===== src/rtl/sm83_reg_wz_bank.sv =====
// ---------------------------------------------------------------------------
// sm83_reg_wz_bank
//
// WIDTH-bit temporary register, the parametrised successor to the single-pair
// WZ output cell. The register can be loaded in two ways:
//   * as a whole word in one cycle, or
//   * byte-serially from the 8-bit data bus, low byte first, with a
//     valid/ready handshake.
// It can also be incremented with a registered carry-out. The contents are
// driven onto NBUS precharged, active-low pulldown buses, and an inverting
// 2:1 mux is provided.
//
// Ports:
//   clk        system clock; all state changes on the rising edge
//   reset      synchronous, active-high reset
//   pch        precharge phase (1 = buses precharged high, 0 = evaluate)
//   din        data bus byte for the sequential loader
//   din_valid  din carries a loader byte this cycle
//   din_ready  loader accepts din this cycle
//   seq_start  begin a byte-serial load, low byte first
//   wide_ld    load wide_d into the whole register
//   wide_d     word for wide_ld
//   inc        increment the register by one
//   oe         per-bus drive enable
//   mux_sel    inverting mux select (1 = ~q, 0 = ~mux_alt)
//   mux_alt    alternate mux source
//   q          register contents
//   bus_y      bus b occupies bits [b*WIDTH +: WIDTH]
//   mux_y      inverting mux output (combinational)
//   busy       byte-serial load in progress
//   done       one-cycle pulse after the last byte has been written
//   carry      carry-out of the most recent accepted increment
//   err        one-cycle pulse on a dropped or overridden operation
// ---------------------------------------------------------------------------
module sm83_reg_wz_bank #(
    parameter int WIDTH = 16,
    parameter int NBUS  = 2
) (
    input  logic                   clk,
    input  logic                   reset,
    input  logic                   pch,
    input  logic [7:0]             din,
    input  logic                   din_valid,
    output logic                   din_ready,
    input  logic                   seq_start,
    input  logic                   wide_ld,
    input  logic [WIDTH-1:0]       wide_d,
    input  logic                   inc,
    input  logic [NBUS-1:0]        oe,
    input  logic                   mux_sel,
    input  logic [WIDTH-1:0]       mux_alt,
    output logic [WIDTH-1:0]       q,
    output logic [NBUS*WIDTH-1:0]  bus_y,
    output logic [WIDTH-1:0]       mux_y,
    output logic                   busy,
    output logic                   done,
    output logic                   carry,
    output logic                   err
);

    localparam int BYTES = WIDTH / 8;
    // Byte index width; at least one bit so a single-byte register still
    // has a legal index register.
    localparam int KW = (BYTES > 1) ? $clog2(BYTES) : 1;
    localparam logic [KW-1:0] LAST = KW'(BYTES - 1);

    typedef enum logic [1:0] {
        IDLE,
        SEQ,
        DONE
    } state_t;

    state_t        state;
    logic [KW-1:0] k;

    // Loader handshake is only offered while a sequence is running, and
    // never while reset is asserted.
    assign din_ready = (state == SEQ) && !reset;
    assign busy      = (state == SEQ);

    // Inverting mux, purely combinational.
    assign mux_y = mux_sel ? ~q : ~mux_alt;

    // Precharged pulldown buses: high during precharge; during evaluate a
    // bit is pulled low only where the register bit is 1 and that bus is
    // enabled.
    for (genvar b = 0; b < NBUS; b++) begin : g_bus
        assign bus_y[b*WIDTH +: WIDTH] = pch ? {WIDTH{1'b1}}
                                             : ~(q & {WIDTH{oe[b]}});
    end

    // Single state machine. Priority at each edge: reset, word load,
    // sequence (re)start, byte write, increment. err and done are pulses,
    // so they default low every cycle and are raised only when triggered.
    always_ff @(posedge clk) begin
        if (reset) begin
            q     <= '0;
            state <= IDLE;
            k     <= '0;
            done  <= 1'b0;
            carry <= 1'b0;
            err   <= 1'b0;
        end else begin
            done <= 1'b0;
            err  <= 1'b0;

            if (wide_ld) begin
                // Word load aborts any sequence; an aborted sequence or an
                // increment that loses to the load is flagged.
                q     <= wide_d;
                state <= IDLE;
                k     <= '0;
                err   <= (state == SEQ) || inc;
            end else if (seq_start) begin
                // Restarting a running sequence discards the byte presented
                // this cycle and flags the override.
                state <= SEQ;
                k     <= '0;
                err   <= (state == SEQ) || inc;
            end else if (state == SEQ) begin
                // Increments cannot be honoured mid-sequence.
                err <= inc;
                if (din_valid) begin
                    for (int b = 0; b < BYTES; b++) begin
                        if (k == KW'(b)) begin
                            q[b*8 +: 8] <= din;
                        end
                    end
                    if (k == LAST) begin
                        state <= DONE;
                        done  <= 1'b1;
                        k     <= '0;
                    end else begin
                        k <= k + KW'(1);
                    end
                end
            end else begin
                // IDLE or DONE: DONE always falls back to IDLE after its
                // single cycle; increments are accepted in either state.
                state <= IDLE;
                if (inc) begin
                    q     <= q + WIDTH'(1);
                    carry <= &q;
                end
            end
        end
    end

endmodule


===== config.mk =====
export PLATFORM = sky130hd
export DESIGN_NAME = sm83_reg_wz_bank
export DESIGN_NICKNAME = d
export VERILOG_FILES = /design/src/rtl/sm83_reg_wz_bank.sv
export SDC_FILE = /design/constraint.sdc
export NUM_CORES = 1
export LEC_CHECK = 0
export ABC_AREA = 1
export BUFFER_PORTS_ARGS = -buffer_cell sky130_fd_sc_hd__buf_2
export CAP_MARGIN = 10
export CORE_ASPECT_RATIO = 2
export CORE_MARGIN = 2
export CORE_UTILIZATION = 47
export DETAILED_ROUTE_END_ITERATION = 8
export PLACE_DENSITY = 0.86
export SLEW_MARGIN = 20
export SYNTH_ARGS = -nofsm -noshare
export SYNTH_HDL_FRONTEND = slang
export SYNTH_SLANG_ARGS = --single-unit

===== constraint.sdc =====
create_clock -name clk -period 3.5 [get_ports clk]
set_input_delay 0 -clock clk [delete_from_list [all_inputs] [get_ports clk]]
set_output_delay 0 -clock clk [all_outputs]
set_load 0.02 [all_outputs]

==> summary.txt <==
Pwr
  • Comb power frac: 37.1%
  • Worst VDD drop: 0.221 mV
  • Sequential power share: 38.8%
  • P_sw: 0.313 mW
  • Clock power share: 24.1%
  • Cell internal pwr: 0.470 mW
  • Total Power: 0.783 mW
  • Pwr/cell area: 305 mW/mm^2
  • Switch share: 40.0%
  • Leak: 1.23 nW

STA
  • Worst slew margin: 48.1%
  • Slew Limit Fails: 0
  • Worst slew pin tran: 774 ps
  • Worst-case hold slack: 24.0 ps
  • Period minus WS final: 2000 ps
  • Final Cycle Share: 57.2%
  • RSZ-0062 raised after global routing: false
  • Endpoints failing hold: 0
  • Sum Neg Setup Slack: 0 ps
  • Post-route clock skew: 2.46 ps
  • Final Setup Violations: 0
  • Peak Freq: 499 MHz

CTS
  • Max Buffers Root-to-Sink: 2
  • Clk slew on worst S/H paths: 80 ps
  • CTS tree: built
  • Clk sinks: 22
  • Postcts setup bufs: 0
  • Later-pin clock latency in the skew report: 270 ps
  • Root buf cell: clkbuf_8
  • Cts bufs inserted: 3
  • Htree depth: 1

Worst hold path
  • HP Class: in2reg
  • Hold Crit Depth: 3
  • Hold EP: err
  • Hold_sp: inc

Critical path
  • Critical R2R Launch: state[1]
  • WP data required: 3710 ps
  • CP peak stage delay: 680 ps
  • Critical path fanouts, max: 16
  • Reg2reg path depth: 6
  • Kind of start point of the critical path: flop
  • Slowest-stage cell, CP: nor3_2
  • Crit path DAT: 2210 ps
  • Worst r2r dst: q[7]
  • Cell breakdown of the critical path: inv_1, nand2_1, nor3_1, nor3_2, nand3_2, a21oi_2
  • Setup CP Type: reg2reg
  • Internal reg-to-reg setup slack: 1500 ps
  • Worst setup EP type: flop

Layout
  • Area growth from synthesis to layout: 32.2%
  • Final antenna diode count: 0
  • # fillers: 430
  • Most frequent cells in the layout: 118 x buf_2, 100 x nand2_1, 49 x nand3_1
  • Layout Nets: 504
  • Share of post-route cells with drive strength above 1: 31.4%
  • Reg area: 440 um^2
  • Multi-input logic area: 0.00126 mm^2
  • Leading cell type in the layout, fill and taps excluded: buf_2

Detailed routing
  • Drc violations: 0
  • TritonRoute pass-1 iters: 5
  • Vias per cell: 5.33
  • Via count: 2687
  • Final WL: 6510 um
  • DR iter-0 viols: 67
  • WL/cell: 12.9 um
  • Post-route ant nets: 0

Place
  • Global placement routability congestion: 0.969
  • Hpwl dp: 5130 um
  • Buffers added on ports: 118

Die
  • # IOs: 119
  • Die ar.: 0.00469 mm^2
  • Chip height: 94.9 um
  • FP Rows: 33
  • Chip width: 49.5 um
  • Starting density of the core: 48.0%
  • Placeable Area: 0.00405 mm^2

Run status
  • Status: finished clean

Synth
  • Syn Area/Cell: 5.56 um^2
  • Netlist cell types: 29
  • Synth Cell Area: 0.00194 mm^2
  • EDFF count, synth: 0
  • Syn_nets: 400
  • Flops & latches, synth: 22
  • Post-Synthesis Cells: 349
  • YS warnings: 0
  • Sequential share of the synthesized area: 22.7%
  • Prevailing post-synth register cell: dfxtp_1
  • Post-synth ARST share: 0%

Global route
  • Gr ovfl total: 0
  • First-pass GRT wire length: 10400 um
  • All-Layer GR Usage: 27.8%
  • Pin count of the biggest net entering global routing: 33
  • Vias in the first global route: 2370
  • Initial antenna violation count: 0

Run
  • Max-cap viol count: 0
## critical path, delay by kind of cell (launching register included)
family,cells,cell delay (ps)
simple gates,4,1360
flops,1,380
compound gates,1,150
buf+inv,1,50
## worst max-delay path by stage
stage	start	to	slack (ps)	cells after the start
2_1_floorplan	q[0]	q[12]	1880	8
3_3_place_gp	state[1]	q[2]	1590	7
3_5_place_dp	state[1]	q[3]	1530	7
4_1_cts	state[1]	q[3]	1520	7
5_1_grt	state[1]	q[6]	1270	6
6_report	state[1]	q[7]	1500	6
## flip-flops by register name, summed over array words and instances (netlist names)
| name | cells |
|---|---|
| carry | 1 |
| err | 1 |
| k | 1 |
| q | 16 |
| done | 1 |
| state | 2 |
## final cells by class
cell class                      count  share of cell area (%)
Clock buffer                        4                    2.15
Tap cell                           52                    2.54
Multi-Input combinational cell    269                    49.2
Timing Repair Buffer              119                    23.4
Inverter                           38                    5.56
Sequential cell                    22                    17.2
## power groups by stage
stage	Combinational, mW	Sequential, mW	Clock, mW
after floorplan	0.182	0.316	0
after global placement	0.283	0.309	0
after detailed placement	0.288	0.310	0
after CTS	0.291	0.303	0.187
after global routing	0.319	0.308	0.198
final	0.291	0.304	0.189
## metal layers
layer | global-route usage [%] | share of wire (%) | up-vias | wire, um
li1 | - | - | 1336 | -
met3 | 3.48 | 6.9 | 23 | 449
met2 | 52.4 | 52 | 127 | 3390
met4 | 17.1 | 4.8 | 0 | 314
met1 | 28.4 | 36 | 1201 | 2350
met5 | 0 | 0 | - | 0
## through the flow
stage | cells | setup WS, ps | area, um^2 | utilization [%]
detailed placement | 499 | 1530 | 2500 | 61.8
floorplan | 349 | 1880 | 1940 | -
global route | 504 | 1270 | 2570 | 63.4
CTS | 504 | 1520 | 2570 | 63.4
finish | 504 | 1500 | 2570 | 63.4
global placement | 499 | 1590 | 2500 | 61.8
## synthesized netlist by cell type (all sizes together), types with 2 or more instances
cell,number,area share (%)
a211oi,2,0.77
a21oi,20,5.7
buf,7,2.4
clkbuf,13,2.5
dfxtp,22,23
inv,37,7.2
mux2i,2,1.0
nand2,102,20
nand3,50,13
nand4,2,0.64
nor2,45,10
nor3,4,1.3
o21ai,33,9.1
o21bai,2,0.77
o22ai,4,1.3
## what timing repair did
action | CTS | global route
resized for setup | 0 | 0
hold buffers | 1 | 0
hold endpoints to repair | 1 | 0
## cell families (layout without fill, tap and decap cells)
family	after synthesis	in the layout	share of synthesized area [%]
and+or+nand+nor	205	205	45.7
muxes	2	2	1.03
DFF	22	22	22.7
buffers and inverters	58	161	12.3
AOI/OAI and AO/OA	61	61	17.7
adders and majority gates	1	1	0.644
Power figures use the tool's default switching activity.
